<file path="src/rtl/axis_packet_segmenter_if.sv">
// AXI-Stream bundle shared by the segmenter input and output sides.
interface axis_packet_segmenter_if #(
    parameter int BYTE_WIDTH = 8,
    parameter int USER_WIDTH = 8
) ();
    // A zero-width user path still needs a physical 1-bit signal.
    localparam int UW = (USER_WIDTH > 0) ? USER_WIDTH : 1;

    logic [BYTE_WIDTH*8-1:0] tdata;
    logic [BYTE_WIDTH-1:0]   tkeep;
    logic [UW-1:0]           tuser;
    logic                    tvalid;
    logic                    tready;
    logic                    tlast;

    modport master (output tdata, tkeep, tuser, tvalid, tlast, input tready);
    modport slave  (input tdata, tkeep, tuser, tvalid, tlast, output tready);
endinterface

</file>
<file path="src/rtl/axis_packet_segmenter.sv">
// AXI-Stream segmenter: forces TLAST every MAX_BEATS beats, passes natural
// TLAST through, and drives the output from a 2-entry skid buffer.
//
//  state | meaning
//  EMPTY | no beat held, output invalid, input ready
//  ONE   | output register holds a beat, input ready
//  TWO   | output and skid registers both full, input stalled
module axis_packet_segmenter #(
    parameter int BYTE_WIDTH = 8,
    parameter int USER_WIDTH = 8,
    parameter int CNT_WIDTH  = 16
) (
    input  logic                 CLK,
    input  logic                 RESET,
    input  logic [CNT_WIDTH-1:0] MAX_BEATS,
    axis_packet_segmenter_if.slave  s_axis,
    axis_packet_segmenter_if.master m_axis,
    output logic [31:0]          SEG_COUNT,
    output logic [31:0]          PKT_COUNT
);
    localparam int DW = BYTE_WIDTH * 8;
    localparam int UW = (USER_WIDTH > 0) ? USER_WIDTH : 1;
    localparam logic [CNT_WIDTH-1:0] CNT_ONE = CNT_WIDTH'(1);
    localparam logic [CNT_WIDTH-1:0] CNT_MAX = '1;

    typedef enum logic [1:0] {EMPTY, ONE, TWO} buf_state_t;

    buf_state_t state, state_nxt;

    logic                 in_acc, out_acc;
    logic                 load_out_in, load_out_skid, load_skid;

    logic [CNT_WIDTH-1:0] cnt, lim, lim_eff;
    logic                 seg_force, beat_last;
    logic [UW-1:0]        user_in;

    logic [DW-1:0]         out_data, skid_data;
    logic [BYTE_WIDTH-1:0] out_keep, skid_keep;
    logic [UW-1:0]         out_user, skid_user;
    logic                  out_last, skid_last;

    // Handshake flags come straight from the state register; RESET gating keeps
    // both low while reset is held and lets ready rise as soon as it drops.
    assign s_axis.tready = (state != TWO) & ~RESET;
    assign m_axis.tvalid = (state != EMPTY) & ~RESET;
    assign m_axis.tdata  = out_data;
    assign m_axis.tkeep  = out_keep;
    assign m_axis.tuser  = out_user;
    assign m_axis.tlast  = out_last;

    assign in_acc  = s_axis.tvalid & s_axis.tready;
    assign out_acc = m_axis.tvalid & m_axis.tready;
    assign user_in = (USER_WIDTH > 0) ? s_axis.tuser : '0;

    // Segment limit is sampled on the first beat of a segment, so the live
    // MAX_BEATS value applies when cnt is zero and the latched copy otherwise.
    always_comb begin
        lim_eff   = (cnt == '0) ? MAX_BEATS : lim;
        seg_force = (lim_eff != '0) && (cnt == (lim_eff - CNT_ONE));
        beat_last = s_axis.tlast | seg_force;
    end

    // Beat counter, latched limit and event counters advance on input accept.
    always_ff @(posedge CLK) begin
        if (RESET) begin
            cnt       <= '0;
            lim       <= '0;
            SEG_COUNT <= '0;
            PKT_COUNT <= '0;
        end else if (in_acc) begin
            if (cnt == '0)
                lim <= MAX_BEATS;
            if (beat_last)
                cnt <= '0;
            else if (cnt != CNT_MAX)
                cnt <= cnt + CNT_ONE;
            if (seg_force && !s_axis.tlast)
                SEG_COUNT <= SEG_COUNT + 32'd1;
            if (s_axis.tlast)
                PKT_COUNT <= PKT_COUNT + 32'd1;
        end
    end

    // Buffer state register.
    always_ff @(posedge CLK) begin
        if (RESET)
            state <= EMPTY;
        else
            state <= state_nxt;
    end

    // Buffer next-state and register load selects.
    always_comb begin
        state_nxt     = state;
        load_out_in   = 1'b0;
        load_out_skid = 1'b0;
        load_skid     = 1'b0;
        case (state)
            EMPTY: begin
                if (in_acc) begin
                    state_nxt   = ONE;
                    load_out_in = 1'b1;
                end
            end
            ONE: begin
                if (in_acc && !out_acc) begin
                    state_nxt = TWO;
                    load_skid = 1'b1;
                end else if (in_acc && out_acc) begin
                    load_out_in = 1'b1;
                end else if (out_acc) begin
                    state_nxt = EMPTY;
                end
            end
            TWO: begin
                if (out_acc) begin
                    state_nxt     = ONE;
                    load_out_skid = 1'b1;
                end
            end
            default: state_nxt = EMPTY;
        endcase
    end

    // Payload registers; contents are don't-care while the buffer is empty.
    always_ff @(posedge CLK) begin
        if (load_out_in) begin
            out_data <= s_axis.tdata;
            out_keep <= s_axis.tkeep;
            out_user <= user_in;
            out_last <= beat_last;
        end else if (load_out_skid) begin
            out_data <= skid_data;
            out_keep <= skid_keep;
            out_user <= skid_user;
            out_last <= skid_last;
        end
        if (load_skid) begin
            skid_data <= s_axis.tdata;
            skid_keep <= s_axis.tkeep;
            skid_user <= user_in;
            skid_last <= beat_last;
        end
    end
endmodule

</file>
<file path="src/flat_wrapper.sv">
// flat-port wrapper written by rule: the top's interface ports become plain ports
module axis_packet_segmenter_flat 
#(
    parameter int BYTE_WIDTH = 8,
    parameter int USER_WIDTH = 8,
    parameter int CNT_WIDTH  = 16
)
  (CLK, RESET, MAX_BEATS, SEG_COUNT, PKT_COUNT, s_axis_tdata, s_axis_tkeep, s_axis_tuser, s_axis_tvalid, s_axis_tlast, s_axis_tready, m_axis_tdata, m_axis_tkeep, m_axis_tuser, m_axis_tvalid, m_axis_tlast, m_axis_tready);
  axis_packet_segmenter_if #(.BYTE_WIDTH(BYTE_WIDTH), .USER_WIDTH(USER_WIDTH)) s_axis_i ();
  axis_packet_segmenter_if #(.BYTE_WIDTH(BYTE_WIDTH), .USER_WIDTH(USER_WIDTH)) m_axis_i ();
  input  logic CLK;
  input  logic RESET;
  input  logic [CNT_WIDTH-1:0] MAX_BEATS;
  output logic [31:0] SEG_COUNT;
  output logic [31:0] PKT_COUNT;
  input wire logic [$bits(s_axis_i.tdata)-1:0] s_axis_tdata;
  input wire logic [$bits(s_axis_i.tkeep)-1:0] s_axis_tkeep;
  input wire logic [$bits(s_axis_i.tuser)-1:0] s_axis_tuser;
  input wire logic [$bits(s_axis_i.tvalid)-1:0] s_axis_tvalid;
  input wire logic [$bits(s_axis_i.tlast)-1:0] s_axis_tlast;
  output wire logic [$bits(s_axis_i.tready)-1:0] s_axis_tready;
  output wire logic [$bits(m_axis_i.tdata)-1:0] m_axis_tdata;
  output wire logic [$bits(m_axis_i.tkeep)-1:0] m_axis_tkeep;
  output wire logic [$bits(m_axis_i.tuser)-1:0] m_axis_tuser;
  output wire logic [$bits(m_axis_i.tvalid)-1:0] m_axis_tvalid;
  output wire logic [$bits(m_axis_i.tlast)-1:0] m_axis_tlast;
  input wire logic [$bits(m_axis_i.tready)-1:0] m_axis_tready;
  assign s_axis_i.tdata = s_axis_tdata;
  assign s_axis_i.tkeep = s_axis_tkeep;
  assign s_axis_i.tuser = s_axis_tuser;
  assign s_axis_i.tvalid = s_axis_tvalid;
  assign s_axis_i.tlast = s_axis_tlast;
  assign s_axis_tready = s_axis_i.tready;
  assign m_axis_tdata = m_axis_i.tdata;
  assign m_axis_tkeep = m_axis_i.tkeep;
  assign m_axis_tuser = m_axis_i.tuser;
  assign m_axis_tvalid = m_axis_i.tvalid;
  assign m_axis_tlast = m_axis_i.tlast;
  assign m_axis_i.tready = m_axis_tready;
  axis_packet_segmenter #(.BYTE_WIDTH(BYTE_WIDTH), .USER_WIDTH(USER_WIDTH), .CNT_WIDTH(CNT_WIDTH)) u_core (.CLK(CLK), .RESET(RESET), .MAX_BEATS(MAX_BEATS), .s_axis(s_axis_i), .m_axis(m_axis_i), .SEG_COUNT(SEG_COUNT), .PKT_COUNT(PKT_COUNT));
endmodule
</file>
<file path="config.mk">
export PLATFORM = sky130hd
export DESIGN_NAME = axis_packet_segmenter_flat
export DESIGN_NICKNAME = d
export VERILOG_FILES = /design/src/rtl/axis_packet_segmenter_if.sv /design/src/rtl/axis_packet_segmenter.sv /design/src/flat_wrapper.sv
export SDC_FILE = /design/constraint.sdc
export NUM_CORES = 1
export LEC_CHECK = 0
export CORE_ASPECT_RATIO = 1.75
export CORE_MARGIN = 2
export CORE_UTILIZATION = 55
export CTS_CLUSTER_SIZE = 10
export DETAILED_ROUTE_END_ITERATION = 16
export PLACE_DENSITY = 0.93
export SYNTH_ARGS = -nofsm -noshare
export SYNTH_HDL_FRONTEND = slang
export SYNTH_SLANG_ARGS = --single-unit
</file>
<file path="constraint.sdc">
create_clock -name CLK -period 18 [get_ports CLK]
set_clock_uncertainty 0.1 [all_clocks]
set_input_delay 2.7 -clock CLK [delete_from_list [all_inputs] [get_ports CLK]]
set_output_delay 2.7 -clock CLK [all_outputs]
set_load 0.01 [all_outputs]
</file>
* Word level (Yosys, flattened, before mapping)
Cells that the tools add are included.
Widths: inputs -> output; s select.
** Word-level totals
- Word-level logic and storage cells :: 73
- Bits of input ports :: 101
- Bits in registers :: 260
** Cells by class
- Add/sub/neg operators :: 4
- Reductions and logical operators :: 16
- Equality and inequality tests :: 9
- Multiplexer cells :: 25
- Bitwise logic cells :: 6
** Operator list (count)
- $mux 64 :: 2
- $add 32x1->32 const B :: 2
- $mux 16 :: 3
- $mux 8 :: 4
- $add 16x1->16 const B :: 1
- $eq 16x16->1 :: 1
- $logic_not 16->1 :: 1
- $ne 16x16->1 const B :: 1
- $reduce_bool 16->1 :: 1
- $sub 16x1->16 const B :: 1
- $mux 2 :: 5
- $mux 1 :: 9
- $pmux 2 s3 :: 1
- $reduce_and 2->1 :: 3
- $reduce_bool 2->1 :: 3
- $and 1x1->1 :: 4
- $logic_and 1x1->1 :: 4
- $ne 2x1->1 const B :: 2
- $reduce_and 4->1 :: 1
- $ne 3x1->1 const B :: 1
- $ne 3x2->1 const B :: 1
- $eq 2x1->1 const B :: 1
- $eq 2x2->1 const B :: 1
- $logic_not 1->1 :: 2
- 5 further kinds :: 5

* Depth between registers and ports, before layout
- Depth in word-level cells :: 8
- Gate-level depth with buffers :: 21
- Gate-level depth less buffers :: 15

* Worst setup path after synthesis
OpenSTA, ideal clock, no wires.
- Path type :: input -> register
- From :: input port RESET
- To :: register u_core.skid_data[0] (enable)
- Setup slack :: 8.748 ns
- Library setup time :: 0.620 ns
- Cell stages on the path :: 3
- Arrival time :: 8.532 ns
- Cells stage by stage :: clkbuf_1 nand2b_1 nor3_1
** Between the ends
- Longest elaborated chain between the ends :: 7
** Ends and longest elaborated chain
- start: declaration :: line flat_wrapper.sv:12 : input logic RESET;
- $not 1->1 * :: line axis_packet_segmenter.sv:44, axis_packet_segmenter.sv:45
- $and 1x1->1 :: line axis_packet_segmenter.sv:45 : assign m_axis.tvalid = (state != EMPTY) & ~RESET;
- $and 1x1->1 :: line axis_packet_segmenter.sv:52 : assign out_acc = m_axis.tvalid & m_axis.tready;
- $logic_not 1->1 :: line axis_packet_segmenter.sv:106 : if (in_acc && !out_acc) begin
- $logic_and 1x1->1 * :: line axis_packet_segmenter.sv:106
- $mux 1 * :: line axis_packet_segmenter.sv:106
- $mux 1 * :: line axis_packet_segmenter.sv:98 : case (state)
- net u_core.load_skid :: line axis_packet_segmenter.sv:31 : logic load_out_in, load_out_skid, load_skid;
- end signal: assignment :: line axis_packet_segmenter.sv:139 : skid_data <= s_axis.tdata;
- end: declaration :: line axis_packet_segmenter.sv:37 : logic [DW-1:0] out_data, skid_data;
The timed path passes the listed nets; every way through them passes the cells marked *.
A chain may end at the register's enable or synchronous reset.

* Worst setup path in the final report
- From :: input port RESET
- To :: output port s_axis_tready
** Between the ends
- Longest elaborated chain between the ends :: 2
** Ends and longest elaborated chain
- $not 1->1 :: line axis_packet_segmenter.sv:44 : assign s_axis.tready = (state != TWO) & ~RESET;
- $and 1x1->1 :: line axis_packet_segmenter.sv:44
- end: declaration :: line flat_wrapper.sv:21 : output wire logic [$bits(s_axis_i.tready)-1:0] s_axis_tready;
No other way between the ends.

==> flow_summary_export.csv <==
group,metric,value,unit
critical_path,crit_path_start_kind,"primary input",
yosys,synth_largest_area_cell,"sky130_fd_sc_hd__edfxtp_1",
floorplanning,area_of_the_die,22140,um^2
detailed_routing,vias,8815,
sta,hold_viol,0,
sta,worst_pin_slew,1.145,ns
sta,maxClockFrequency,144.4,MHz
global_routing,grt_usage,0.2679,
finish,nNetsFinal,1305,
sta,timing.final.crit_period,6.924,ns
yosys,netlist.area_leader.share,0.4227,
place,gp_congestion,0.9882,
yosys,number_of_enable_flip_flop_cells_after_synthesis,162,
pwr,power_density,88.43,nW/um^2
finish,multiInputGateArea,4466,um^2
global_routing,grt_overflow,0,
cts,path_clk_slew,0.05,ns
detailed_routing,detail_route.wirelength,30630,um
sta,rsz_0062_raised_after_global_routing,"false",
detailed_routing,drt_iter0_markers,806,
finish,final_design_area_no_fill,15020,um^2
global_routing,grt_pass1_vias,8758,
detailed_routing,final_antenna_net_count,0,
place,placed_instance_area,14150,um^2
finish,area.growth.synth_to_final,30.49,%
status,run_status,"completed",
floorplanning,fp-row-count,70,
detailed_routing,post_drt_via_cell_ratio,5.988,
finish,post_route_cells_drive_above_1_share,0.1140,
critical_path,critical_path_end_type,"primary output",
pwr,power.leakage,5.088,nW
pwr,switching_share_of_power,0.2242,
yosys,ys.warnings.count,0,
place,io_buffers,247,
place,place.detailed.hpwl,21420,um
job,max-cap-violations,0,
cts,cts.sink_count,260,
global_routing,grt_first_pass_wirelength,47170,um
yosys,syn_nets,1071,
floorplanning,initial_core_utilization,0.5544,
cts,post_cts_resized,0,
cts,clkLatencyLatePin,0.54,ns
pwr,ir_worst_vdd,0.07107,mV
finish,layout.filler_cells,1354,
yosys,post_synth_inst_count,965,
cts,root_buffer,"sky130_fd_sc_hd__clkbuf_16",
critical_path,cp_arrival,4.12,ns
yosys,async_reset_ff_frac,0,
cts,max-clock-path-buffers,3,
sta,slew_headroom,0.2368,
critical_path,crit_fanout,72,
pwr,total_switching_power,0.2977,mW
cts,postCtsSetupBuffers,0,
yosys,synth_top_cells_by_area,"sky130_fd_sc_hd__edfxtp_1, sky130_fd_sc_hd__dfxtp_1, sky130_fd_sc_hd__mux2_2",
yosys,syn_area_per_cell,11.92,um^2
sta,setup_total_negative_slack,0,ns
floorplanning,die_w,113.3,um
cts,numCtsBuffers,30,
yosys,seq_area_frac_synth,0.5932,
cts,htree_num_levels,1,
floorplanning,ports,248,
sta,final_min_period_over_clock_period,0.3847,
sta,slew_viol_final,0,
pwr,cell_internal_pwr,1.030,mW
pwr,p_clk_frac,0.407,
critical_path,worstSetupPathType,"in -> out",
hold_path,worst_hold_path_type,"reg -> reg",
global_routing,grt_antenna_before_repair,1,
pwr,combPwrFrac,0.096,
yosys,ys_types,66,
yosys,synthesis.area,11510,um^2
detailed_routing,post-route-drc-count,0,
cts,cts_stage_hold_buffer_count,0,
yosys,leading_register_cell_type_out_of_synthesis,"sky130_fd_sc_hd__edfxtp_1",
floorplanning,core,20760,um^2
global_routing,largest_net_degree_at_the_start_of_global_routing,82,
yosys,synth_most_common_cell,"sky130_fd_sc_hd__edfxtp_1",
pwr,sequentialPowerShare,0.497,
critical_path,cp.required,15.20,ns
detailed_routing,wl_per_cell,20.81,um
yosys,yosys-top-cells-count,"sky130_fd_sc_hd__edfxtp_1, sky130_fd_sc_hd__dfxtp_1, sky130_fd_sc_hd__mux2_2",
yosys,postSynthRegisterBits,260,
finish,sequential_cell_area,6827,um^2
sta,setup_viol,0,
cts,tritoncts_clock_tree,"built",
detailed_routing,first_pass_iters,5,
floorplanning,die_y,195.3,um
state kept, by name, indices dropped and copies added (netlist names), 8 cells and up:
| register | flops |
|---|---|
| u_core.m_axis.tdata | 64 |
| u_core.skid_data | 64 |
| u_core.skid_keep | 8 |
| u_core.PKT_COUNT | 32 |
| u_core.lim | 16 |
| u_core.m_axis.tuser | 8 |
| u_core.cnt | 16 |
| u_core.m_axis.tkeep | 8 |
| u_core.skid_user | 8 |
| u_core.SEG_COUNT | 32 |
logic make-up (layout without fill, tap and decap cells):
kind of cell,after synthesis,in the layout,share of synthesized area
multiplexers,96,96,0.09351
flip-flops,260,260,0.5932
buffers and inverters,61,315,0.02120
other,0,1,0
AND/OR/NAND/NOR,339,339,0.1612
adder cells (fa/ha/maj),5,5,0.005437
XOR/XNOR,58,58,0.04415
AO/OA/AOI/OAI,146,146,0.08122
routing by layer:
metal	vias to the layer above	global-route usage	routed length, um
met2	394	0.5068	16610
li1	4126	-	-
met1	4225	0.2869	10680
met4	0	0.1075	1127
met3	70	0.05152	2210
met5	-	0	0
worst max-delay path: stages:
cell	delay, ns
sky130_fd_sc_hd__buf_2	0.07
sky130_fd_sc_hd__buf_4	0.59
sky130_fd_sc_hd__nor2_1	0.20
sky130_fd_sc_hd__clkdlybuf4s50_1	0.53
cell usage in the layout (no fill, tap or decap), types with 4 or more instances in the layout:
| cell | count |
|---|---|
| sky130_fd_sc_hd__and2_1 | 4 |
| sky130_fd_sc_hd__inv_1 | 11 |
| sky130_fd_sc_hd__nor3_1 | 16 |
| sky130_fd_sc_hd__o21ai_0 | 34 |
| sky130_fd_sc_hd__mux2_2 | 82 |
| sky130_fd_sc_hd__or3_1 | 15 |
| sky130_fd_sc_hd__clkdlybuf4s50_1 | 246 |
| sky130_fd_sc_hd__or4_1 | 25 |
| sky130_fd_sc_hd__xnor2_1 | 21 |
| sky130_fd_sc_hd__clkbuf_1 | 19 |
| sky130_fd_sc_hd__nand2_1 | 61 |
| sky130_fd_sc_hd__edfxtp_1 | 162 |
| sky130_fd_sc_hd__a21oi_1 | 47 |
| sky130_fd_sc_hd__mux2i_1 | 13 |
| sky130_fd_sc_hd__nand3_1 | 44 |
| sky130_fd_sc_hd__clkbuf_16 | 31 |
| sky130_fd_sc_hd__nand4_1 | 23 |
| sky130_fd_sc_hd__xor2_1 | 37 |
| sky130_fd_sc_hd__ha_1 | 5 |
| sky130_fd_sc_hd__o31ai_1 | 25 |
| sky130_fd_sc_hd__dfxtp_1 | 98 |
| sky130_fd_sc_hd__nor2b_1 | 7 |
| sky130_fd_sc_hd__and3_1 | 31 |
| sky130_fd_sc_hd__nor4_1 | 15 |
| sky130_fd_sc_hd__o211ai_1 | 4 |
| sky130_fd_sc_hd__nor2_1 | 65 |
| sky130_fd_sc_hd__buf_4 | 5 |
| sky130_fd_sc_hd__a311oi_1 | 4 |
| sky130_fd_sc_hd__and4_1 | 5 |
per-stage QoR:
| stage | power, mW | std cells | util | hold slack (ns) | setup WS [ns] |
|---|---|---|---|---|---|
| after floorplan | 0.7378 | 965 | - | 0.3561 | 8.748 |
| after global placement | 0.7938 | 1419 | 0.6819 | 0.3671 | 10.96 |
| after detailed placement | 0.7985 | 1419 | 0.6819 | 0.3893 | 10.80 |
| after CTS | 1.336 | 1471 | 0.7233 | 0.3960 | 11.09 |
| after global routing | 1.370 | 1472 | 0.7234 | 0.4223 | 10.86 |
| final | 1.328 | 1472 | 0.7234 | 0.3901 | 11.08 |
final cells by class:
| type | count | area share |
|---|---|---|
| antenna | 1 | 0.0001667 |
| clock buffer | 50 | 0.05641 |
| clock inverter | 2 | 0.0008333 |
| inverter | 11 | 0.002750 |
| multi-input combinational | 644 | 0.2974 |
| sequential | 260 | 0.4546 |
| tap | 252 | 0.02100 |
| timing repair buffer | 252 | 0.1668 |
path summary, 6_finish.rpt:
check | start | end | cells after the start | slack, ns
max | RESET | s_axis_tready | 4 | 11.08
min | u_core.lim[15] | u_core.lim[15] | 2 | 0.39
max reg2reg | u_core.cnt[15] | u_core.SEG_COUNT[25] | 13 | 12.02
min reg2reg | u_core.lim[15] | u_core.lim[15] | 2 | 0.39
power by group through the flow:
stage	logic, mW	clock network [mW]	registers, mW
6_report	0.127	0.540	0.660
5_1_grt	0.137	0.571	0.661
4_1_cts	0.127	0.549	0.660
3_5_place_dp	0.126	0	0.672
3_3_place_gp	0.123	0	0.671
2_1_floorplan	0.0619	0	0.676
(Power assumes the default switching activity.)
